## src/rtl/dac_tx.sv

```systemverilog
// Serial DAC transmitter: converts signed 20-bit samples to 12-bit offset binary
// and shifts 16-bit frames MSB-first to a DAC121S101-style DAC. Optional macro: DAC_SAT_EN.
module dac_tx #(
    parameter int         CLK_DIV = 2,
    parameter int         GAP_CYC = 4,
    parameter logic [1:0] PD_MODE = 2'b00
) (
    input  logic        clk,
    input  logic        rst,
    input  logic [19:0] din,
    input  logic        din_valid,
    output logic        din_ready,
    output logic        cs,
    output logic        sclk,
    output logic        sdata,
    output logic        busy,
    output logic        done,
    output logic        sat
);

    localparam int DIV_W = (CLK_DIV > 1) ? $clog2(CLK_DIV) : 1;
    localparam int GAP_W = (GAP_CYC > 2) ? $clog2(GAP_CYC - 1) : 1;

    typedef enum logic [1:0] {IDLE, SETUP, SHIFT, GAP} state_t;

    state_t             state;
    state_t             state_nxt;
    logic [DIV_W-1:0]   div_cnt;
    logic [3:0]         bit_cnt;
    logic [GAP_W-1:0]   gap_cnt;
    logic               sclk_hi;
    logic [15:0]        shift_reg;
    logic [11:0]        clip12;
    logic               clip_sat;
    logic [15:0]        frame;
    logic               div_last;
    logic               gap_last;

`ifdef DAC_SAT_EN
    always_comb begin
        clip12   = din[11:0];
        clip_sat = 1'b0;
        if ($signed(din) > 20'sd2047) begin
            clip12   = 12'h7FF;
            clip_sat = 1'b1;
        end else if ($signed(din) < -20'sd2048) begin
            clip12   = 12'h800;
            clip_sat = 1'b1;
        end
    end
`else
    logic din_hi_unused;
    assign din_hi_unused = ^din[19:12];
    assign clip12        = din[11:0];
    assign clip_sat      = 1'b0;
`endif

    assign frame    = {2'b00, PD_MODE, clip12 ^ 12'h800};
    assign div_last = (div_cnt == DIV_W'(CLK_DIV - 1));
    // The IDLE accept cycle is the last cs-high cycle, so GAP itself lasts GAP_CYC-1 cycles.
    assign gap_last = (gap_cnt == GAP_W'(GAP_CYC - 2));

    always_ff @(posedge clk or negedge rst) begin
        if (!rst) begin
            state <= IDLE;
        end else begin
            state <= state_nxt;
        end
    end

    always_comb begin
        state_nxt = state;
        din_ready = 1'b0;
        busy      = 1'b1;
        cs        = 1'b0;
        sclk      = 1'b1;
        sdata     = shift_reg[15];
        case (state)
            IDLE: begin
                din_ready = 1'b1;
                busy      = 1'b0;
                cs        = 1'b1;
                sdata     = 1'b0;
                if (din_valid) begin
                    state_nxt = SETUP;
                end
            end
            SETUP: begin
                if (div_last) begin
                    state_nxt = SHIFT;
                end
            end
            SHIFT: begin
                sclk = sclk_hi;
                if (div_last && sclk_hi && (bit_cnt == 4'd0)) begin
                    if (GAP_CYC > 1) begin
                        state_nxt = GAP;
                    end else begin
                        state_nxt = IDLE;
                    end
                end
            end
            GAP: begin
                cs    = 1'b1;
                sdata = 1'b0;
                if (gap_last) begin
                    state_nxt = IDLE;
                end
            end
            default: state_nxt = IDLE;
        endcase
    end

    // Data advances on the clk edge that raises sclk, so the DAC sees stable data at the fall.
    always_ff @(posedge clk or negedge rst) begin
        if (!rst) begin
            div_cnt   <= '0;
            bit_cnt   <= 4'd15;
            gap_cnt   <= '0;
            sclk_hi   <= 1'b0;
            shift_reg <= '0;
            sat       <= 1'b0;
            done      <= 1'b0;
        end else begin
            done <= (state != IDLE) && (state_nxt == IDLE);
            case (state)
                IDLE: begin
                    if (din_valid) begin
                        shift_reg <= frame;
                        sat       <= clip_sat;
                        div_cnt   <= '0;
                    end
                end
                SETUP: begin
                    if (div_last) begin
                        div_cnt <= '0;
                        sclk_hi <= 1'b0;
                        bit_cnt <= 4'd15;
                    end else begin
                        div_cnt <= div_cnt + 1'b1;
                    end
                end
                SHIFT: begin
                    if (div_last) begin
                        div_cnt <= '0;
                        sclk_hi <= !sclk_hi;
                        if (!sclk_hi) begin
                            shift_reg <= {shift_reg[14:0], 1'b0};
                        end else if (bit_cnt == 4'd0) begin
                            gap_cnt <= '0;
                        end else begin
                            bit_cnt <= bit_cnt - 4'd1;
                        end
                    end else begin
                        div_cnt <= div_cnt + 1'b1;
                    end
                end
                GAP: begin
                    if (!gap_last) begin
                        gap_cnt <= gap_cnt + 1'b1;
                    end
                end
                default: ;
            endcase
        end
    end

endmodule
```

## config.mk

```make
export PLATFORM = sky130hd
export DESIGN_NAME = dac_tx
export DESIGN_NICKNAME = d
export VERILOG_FILES = /design/src/rtl/dac_tx.sv
export SDC_FILE = /design/constraint.sdc
export NUM_CORES = 1
export LEC_CHECK = 0
export ABC_AREA = 0
export BUFFER_PORTS_ARGS = -buffer_cell sky130_fd_sc_hd__buf_2
export CAP_MARGIN = 10
export CORE_AREA = 2 2 66 68
export CTS_CLUSTER_SIZE = 8
export DETAILED_ROUTE_END_ITERATION = 16
export DIE_AREA = 0 0 68 70
export GPL_ROUTABILITY_DRIVEN = 0
export GPL_TIMING_DRIVEN = 0
export PLACE_DENSITY = 0.65
export SYNTH_ARGS = -nofsm -noshare
export SYNTH_HDL_FRONTEND = slang
export SYNTH_SLANG_ARGS = --single-unit
```

## constraint.sdc

```tcl
create_clock -name clk -period 4.8 [get_ports clk]
set_clock_uncertainty 0.15 [all_clocks]
set_input_delay 0.48 -clock clk [delete_from_list [all_inputs] [get_ports clk]]
set_output_delay 0.48 -clock clk [all_outputs]
set_load 0.03 [all_outputs]
```

==> results.json, run 1 <==
{
  "maxCapViolCount": 0,
  "comb_power_share": 0.544,
  "startpoint": "state[0]",
  "synth_flop_cell": "dfrtp_1",
  "synth-async-reset-ratio": 1.00,
  "cts_buffer_depth": 2,
  "power_mw": 1.20,
  "crit_chain": "inv_1 > ha_1 > buf_4 > clkbuf_1 > nand2b_1 > buf_2",
  "die_h_um": 70,
  "outcome": "complete, no violations",
  "slew_violations": 0,
  "tns_ns": 0,
  "rows": 24,
  "htreeDepth": 1,
  "grt_max_degree": 28,
  "whs_ns": 0.0597,
  "cpPeakStageDelay_ns": 0.45,
  "start_util": 0.371,
  "routedWlPerCell_um": 14.7,
  "die_area_sq_mm": 0.00476,
  "dpl-instance-area_sq_mm": 0.00170,
  "ys_seq_area_frac": 0.443,
  "clkSinkCount": 27,
  "cts_made_buffers": 3,
  "drt-total-wl_um": 3140,
  "cp_slowest_cell": "dfrtp_1",
  "drt_iter0_drc": 67,
  "fmax_mhz": 404,
  "grt_antenna_before_repair": 0,
  "p_sw_frac": 0.425,
  "r2r_slack_ns": 2.61,
  "crit_buf_inv": 4,
  "cts_setup_buffers": 0,
  "first_pass_iters": 4,
  "crit_path_start_kind": "register",
  "rr_startpoint": "state[0]",
  "clkPwrFrac": 0.107,
  "cts_hold_buf": 0,
  "synth_edf_count": 0,
  "synth_seq_cells": 27,
  "port_buffers": 20,
  "hold_class": "input port to async pin",
  "die_x_um": 68,
  "pre_cts_slack_ns": 2.59,
  "r2r_cells": 6,
  "rsz0062_at_grt": "no",
  "stdcell_area_sq_mm": 0.00175,
  "netlist_area_sq_mm": 0.00154,
  "track_usage": 0.146,
  "fin_ws_ns": 2.33,
  "root_buffer": "clkbuf_8",
  "post_synth.cell_area_avg_sq_um": 11.1,
  "internal_power_uw": 690,
  "crit_family": "buffers and inverters",
  "dp_hpwl_um": 2330,
  "cts-resized-gates": 0,
  "period_needed_ns": 2.47,
  "synth.distinct_cells": 45,
  "p_switching_uw": 510,
  "drc": 0,
  "fin_crit_sh": 0.515,
  "core-area_sq_mm": 0.00414,
  "syn-num-nets": 168,
  "largest_reg_flops": 16,
  "ir_drop_v": 0.000292,
  "grt_pass1_wl_um": 5480,
  "tightest_slew_ns": 0.707,
  "crit_required_ns": 4.17,
  "final_common_cell": "dfrtp_1",
  "layout-drive-gt1-share": 0.284,
  "ant_nets": 0,
  "yosysWarnings": 0,
  "power_frac_seq": 0.350,
  "grt_overflow_total": 0,
  "cp.depth": 6,
  "critPathCaptureType": "primary output",
  "layout.nets": 193,
  "clk_pin_slew_worst_paths_ns": 0.10,
  "worst_slew_margin_rel": 0.528,
  "clk_latency_ns": 0.27,
  "cts_tree": "done",
  "path_max_fanout": 10,
  "setup_violations": 0,
  "p_leak_nw": 0.775,
  "crit_arrival_ns": 1.84,
  "insertedDiodeCount": 0,
  "grt_pass1_vias": 1220,
  "finalHoldViolCount": 0,
  "pin_count": 30,
  "dr_total_vias": 1146,
  "viasPerCell": 5.36,
  "synthCells": 138,
  "path_class": "register to primary output",
  "final_cell_mix": "dfrtp_1, buf_2, mux2_2",
  "syn_to_final_growth_pct": 13.8,
  "p_per_area_mw_per_mm2": 686
}
-- power by group through the flow --
stage                     Sequential, mW  Combinational, mW  Clock (mW)
final                              0.420              0.652       0.128
after global routing               0.435              0.722       0.145
after CTS                          0.419              0.657       0.135
after detailed placement           0.424              0.654           0
after global placement             0.414              0.625           0
after floorplan                    0.405              0.512           0
-- stage by stage --
step	utilization	std cells
after floorplan	-	138
after global placement	0.411	210
after detailed placement	0.411	210
after CTS	0.422	214
after global routing	0.422	214
final	0.422	214
-- cell usage after synthesis, types with 2 or more instances --
cell type   n  share of area
a21oi_1     2         0.0065
o21ai_0     3         0.0098
and2_1      2         0.0081
nor4b_1     2          0.011
dfstp_2     4          0.068
nor2_1      4         0.0098
o31ai_1     2         0.0098
ha_1        7          0.057
a22o_1      4          0.023
nand2b_1    3          0.012
nor2b_1     2         0.0081
clkbuf_1    2         0.0049
a311oi_1    3          0.017
mux2_2     13          0.095
dfrtp_1    23           0.37
mux2_1     10          0.073
nand2_1     9          0.022
inv_1       9          0.022
nand3_1     3         0.0098
buf_4       3          0.015
o21ai_1     4          0.013
-- kinds of logic after synthesis --
logic type	Yosys count	share of synthesized area
buffers and inverters	15	0.0447
and+or+nand+nor	32	0.118
DFF	27	0.443
other	1	0.00244
muxes	24	0.175
adders and majority gates	7	0.0570
AOI/OAI and AO/OA	32	0.160
-- worst reg2reg max path, cell delays in order, from the launching register on --
cell and delay (ns):
dfrtp_1 0.44, inv_1 0.09, ha_1 0.30, and2b_1 0.25
a211oi_2 0.26, buf_4 0.24, mux2_2 0.35
-- path summary, 6_finish.rpt --
path                           endpoint
min in group clk           shift_reg[1]
setup / recovery                   sclk
hold reg to reg            shift_reg[1]
hold / removal                     done
max in group asynchronous  shift_reg[7]
setup reg to reg           shift_reg[6]
-- metal layers --
metal  routed length (um)  share of wire  GRT usage  vias up
met4                   15         0.0048     0.0511        0
met5                    0              0          0        -
met3                  113          0.036     0.0274        2
met2                 1600           0.51      0.241       19
li1                     -              -          -      553
met1                 1410           0.45      0.188      572
-- area by class of cell --
| cell class | instances | area [sq um] |
|---|---|---|
| plain buffers | 6 | 35.0 |
| inverters | 9 | 33.8 |
| clock inverters | 1 | 5.00 |
| multi-input cells | 96 | 788 |
| well taps | 52 | 65.1 |
| clock buffers | 3 | 41.3 |
| flip-flops and latches | 27 | 681 |
| repair buffers | 20 | 100 |
| fillers | 405 | 2390 |
Power figures use the tool's default switching activity.
==> run 2: changes to the inputs <==
==> constraint.sdc (replaced) <==
create_clock -name clk -period 2.45 [get_ports clk]
set_clock_uncertainty 0.15 [all_clocks]
set_input_delay 0.245 -clock clk [delete_from_list [all_inputs] [get_ports clk]]
set_output_delay 0.245 -clock clk [all_outputs]
set_load 0.03 [all_outputs]
==> run 2 against run 1 <==
Net effect: design area grew 0.57%; die area did not move; power is 96% higher; routed wire length unchanged; final cell count is 0.47% higher; flip-flop and latch count unchanged; clock power increased by 96%.
==> results.json, run 2 (synthesized netlist as in run 1, its figures left out) <==
{
  "first_pass_iters": 4,
  "drc": 0,
  "syn_to_final_growth_pct": 14.4,
  "grt_pass1_wl_um": 5480,
  "routedWlPerCell_um": 14.6,
  "dp_hpwl_um": 2330,
  "drt-total-wl_um": 3140,
  "fin_crit_sh": 0.913,
  "cts_tree": "done",
  "dpl-instance-area_sq_mm": 0.00170,
  "clk_pin_slew_worst_paths_ns": 0.10,
  "grt_overflow_total": 0,
  "stdcell_area_sq_mm": 0.00176,
  "root_buffer": "clkbuf_8",
  "layout.cells.non_filler": 215,
  "path_class": "register to primary output",
  "largest_reg_flops": 16,
  "start_util": 0.371,
  "crit_chain": "inv_1 > ha_1 > buf_4 > clkbuf_1 > nand2b_1 > buf_2",
  "ir_drop_v": 0.000575,
  "tns_ns": 0,
  "insertedDiodeCount": 0,
  "period_needed_ns": 2.24,
  "layout.nets": 194,
  "hold_class": "input port to register",
  "htreeDepth": 1,
  "cts_setup_buffers": 0,
  "cts_buffer_depth": 2,
  "slew_violations": 0,
  "grt_antenna_before_repair": 0,
  "cts_made_buffers": 3,
  "layout-drive-gt1-share": 0.282,
  "critPathCaptureType": "primary output",
  "nFillCells": 404,
  "fmax_mhz": 447,
  "final_cell_mix": "dfrtp_1, buf_2, mux2_2",
  "pin_count": 30,
  "setup_violations": 0,
  "whs_ns": 0.145,
  "ant_nets": 0,
  "crit_path_start_kind": "register",
  "die_area_sq_mm": 0.00476,
  "seq_area_sq_um": 681,
  "pre_cts_slack_ns": 0.238,
  "final_util": 0.425,
  "fin_ws_ns": 0.213,
  "power_mw": 2.35,
  "dp_cells": 210,
  "tightest_slew_ns": 0.707,
  "viasPerCell": 5.36,
  "worst_slew_margin_rel": 0.528,
  "crit_arrival_ns": 1.84,
  "rows": 24,
  "final_common_cell": "dfrtp_1",
  "grt_max_degree": 28,
  "clk_latency_ns": 0.27,
  "drt_iter0_drc": 91,
  "cpPeakStageDelay_ns": 0.45,
  "clkSinkCount": 27,
  "outcome": "complete, no violations",
  "cp_slowest_cell": "dfrtp_1",
  "crit_buf_inv": 4,
  "finalHoldViolCount": 0,
  "grt_pass1_vias": 1220,
  "die_x_um": 68,
  "die_h_um": 70,
  "core-area_sq_mm": 0.00414,
  "dr_total_vias": 1152,
  "p_leak_nw": 0.779,
  "maxCapViolCount": 0,
  "crit_family": "buffers and inverters",
  "multi_input_area_sq_um": 788,
  "crit_required_ns": 2.06,
  "rsz0062_at_grt": "no",
  "track_usage": 0.146,
  "port_buffers": 20,
  "p_per_area_mw_per_mm2": 1340,
  "path_max_fanout": 10
}
-- run 2: changes by cell type in the layout (fill, tap and decap cells not counted) --
cell           delta
dlygate4sd3_1     +1
-- run 2: power breakdown --
group / switching, mW / internal [mW] / leakage, nW
registers: 0.148 / 0.674 / 0.327
logic: 0.714 / 0.564 / 0.427
clock network: 0.137 / 0.114 / 0.0255
-- run 2: timing repair --
item                                   in CTS  in global routing
endpoints found under the hold margin      23                  0
resized for setup                           0                  0
hold buffers                                1                  0
-- run 2: path summary, 6_finish.rpt --
kind / start / to / slack, ns / cells after the start
max: state[0] / sclk / 0.21 / 6
min: din_valid / state[1] / 0.15 / 3
max reg2reg: state[0] / shift_reg[6] / 0.26 / 6
min reg2reg: shift_reg[1] / shift_reg[1] / 0.34 / 1
max in group asynchronous: rst / shift_reg[7] / 1.38 / 2
min in group asynchronous: rst / gap_cnt[1] / 0.36 / 2
-- run 2: layer usage --
layer,global-route usage,vias up,part of all wire,wire (um)
met4,0.0511,0,0.0048,15
met2,0.241,19,0.51,1600
met1,0.188,575,0.45,1410
met5,0,-,0,0
li1,-,556,-,-
met3,0.0274,2,0.037,115
-- run 2: layout make-up --
cell class                      count  share of cell area
Sequential cell                    27               0.387
Buffer                              6              0.0199
Multi-Input combinational cell     96               0.448
Clock inverter                      1             0.00284
Clock buffer                        3              0.0235
Tap cell                           52              0.0370
Inverter                            9              0.0192
Timing Repair Buffer               21              0.0626
-- run 2: tightest hold or removal path: cells and delay by family --
| family | cells | cell delay (ns) |
|---|---|---|
| AO/OA/AOI/OAI | 2 | 0.17 |
| buffers and inverters | 1 | 0.12 |
==> run 3: changes to the inputs <==
--- a/config.mk
+++ b/config.mk
@@ -6,7 +6,7 @@
 export NUM_CORES = 1
 export LEC_CHECK = 0
 export ABC_AREA = 0
-export BUFFER_PORTS_ARGS = -buffer_cell sky130_fd_sc_hd__buf_2
+export BUFFER_PORTS_ARGS = -buffer_cell sky130_fd_sc_hd__clkbuf_2
 export CAP_MARGIN = 10
 export CORE_AREA = 2 2 66 68
 export CTS_CLUSTER_SIZE = 8
==> run 3 against run 2 <==
Net effect: register-to-register slack got worse by 0.02 ns; non-clock buffer count shrank 1; utilization fell by 0.091 points; global-route usage increased by 0.23 points; routed wire length shrank 1.9%; clock power up 2%; design area down 0.21%; flip-flop and latch count stayed put.
==> results.json, run 3 (synthesized netlist as in run 1, its figures left out) <==
{
  "tns_ns": 0,
  "clk_latency_ns": 0.27,
  "port_buffers": 20,
  "cts_tree": "done",
  "crit_buf_inv": 2,
  "viasPerCell": 5.33,
  "maxCapViolCount": 0,
  "largest_reg_flops": 16,
  "cts_buffer_depth": 2,
  "fin_ws_ns": 0.235,
  "worst_slew_margin_rel": 0.537,
  "cts_made_buffers": 3,
  "layout-drive-gt1-share": 0.284,
  "cpPeakStageDelay_ns": 0.45,
  "dr_total_vias": 1140,
  "crit_required_ns": 2.45,
  "crit_chain": "inv_1 > ha_1 > and2b_1 > a211oi_2 > buf_4 > mux2_1",
  "critPathCaptureType": "register",
  "pin_count": 30,
  "syn_to_final_growth_pct": 14.2,
  "final_common_cell": "dfrtp_1",
  "drt-total-wl_um": 3080,
  "hold_end": "state[1]",
  "dp_hpwl_um": 2320,
  "fmax_mhz": 451,
  "drc": 0,
  "slew_violations": 0,
  "crit_path_start_kind": "register",
  "min_path_cells": 3,
  "cts-resized-gates": 0,
  "die_area_sq_mm": 0.00476,
  "crit_arrival_ns": 2.22,
  "outcome": "complete, no violations",
  "layout.nets": 193,
  "clkSinkCount": 27,
  "finalHoldViolCount": 0,
  "die_x_um": 68,
  "first_pass_iters": 4,
  "rr_startpoint": "state[0]",
  "r2r_cells": 6,
  "path_class": "register to register",
  "core-area_sq_mm": 0.00414,
  "root_buffer": "clkbuf_8",
  "tightest_slew_ns": 0.695,
  "grt_overflow_total": 0,
  "rows": 24,
  "path_max_fanout": 10,
  "grt_antenna_before_repair": 0,
  "insertedDiodeCount": 0,
  "p_per_area_mw_per_mm2": 1330,
  "htreeDepth": 1,
  "ant_nets": 0,
  "hp-start": "din_valid",
  "grt_max_degree": 28,
  "start_util": 0.371,
  "grt_pass1_vias": 1264,
  "period_needed_ns": 2.21,
  "final_cell_mix": "dfrtp_1, clkbuf_2, mux2_2",
  "r2r-end": "shift_reg[7]",
  "track_usage": 0.148,
  "setup_violations": 0,
  "cp_slowest_cell": "dfrtp_1",
  "rsz0062_at_grt": "no",
  "drt_iter0_drc": 29,
  "p_leak_nw": 0.782,
  "routedWlPerCell_um": 14.4,
  "die_h_um": 70,
  "fin_crit_sh": 0.904,
  "pre_cts_slack_ns": 0.231,
  "r2r_slack_ns": 0.24,
  "crit_family": "flip-flops",
  "clk_pin_slew_worst_paths_ns": 0.10,
  "ir_drop_v": 0.000568,
  "cp.depth": 6,
  "grt_pass1_wl_um": 5600,
  "hold_class": "input port to register"
}
run 3: changes by cell type in the layout (fill, tap and decap cells not counted):
cell,previous run,this run
buf_2,21,1
clkbuf_1,2,1
clkbuf_2,0,20
run 3: where the power goes:
| part | total (mW) | internal (mW) | switching (mW) |
|---|---|---|---|
| Sequential | 0.821 | 0.674 | 0.147 |
| Clock | 0.256 | 0.114 | 0.142 |
| Combinational | 1.26 | 0.561 | 0.704 |
| Total | 2.34 | 1.35 | 0.992 |
run 3: worst min-delay path, delay by kind of cell:
family,cells,cell delay (ns)
AOI/OAI and AO/OA,2,0.17
buffers and inverters,1,0.12
run 3: final cells by class:
class / instances / area (sq um)
fillers: 412 / 2390
multi-input cells: 96 / 788
flip-flops and latches: 27 / 681
repair buffers: 21 / 110
well taps: 52 / 65.1
clock buffers: 3 / 41.3
inverters: 9 / 33.8
plain buffers: 5 / 31.3
clock inverters: 1 / 5.00
run 3: metrics by stage:
| step | utilization | cell area, sq um | hold WS (ns) | total power [mW] | cells |
|---|---|---|---|---|---|
| floorplan | - | 1540 | -0.201 | 1.80 | 138 |
| global placement | 0.411 | 1700 | 0.158 | 2.04 | 210 |
| detailed placement | 0.411 | 1700 | 0.169 | 2.11 | 210 |
| CTS | 0.425 | 1760 | 0.131 | 2.37 | 215 |
| global route | 0.424 | 1760 | 0.141 | 2.55 | 214 |
| finish | 0.424 | 1760 | 0.141 | 2.34 | 214 |
run 3: worst max path at each step:
stage / start / to / slack (ns)
5_1_grt: state[0] / shift_reg[7] / 0.09
3_3_place_gp: state[0] / shift_reg[6] / 0.30
6_report: state[0] / shift_reg[7] / 0.24
2_1_floorplan: state[0] / shift_reg[3] / 0.34
3_5_place_dp: state[0] / shift_reg[3] / 0.23
4_1_cts: state[0] / sclk / 0.19
run 3: timing repair:
| item | in CTS | in global routing |
|---|---|---|
| endpoints found under the setup margin | 0 | 1 |
| hold buffers | 1 | 0 |
| setup buffers | 0 | 0 |
| endpoints found under the hold margin | 23 | 0 |
run 3: layer usage:
layer,up-vias,track usage,wire (um)
li1,554,-,-
met1,565,0.189,1370
met2,19,0.255,1590
met3,2,0.0258,102
met4,0,0.0378,15
met5,-,0,0
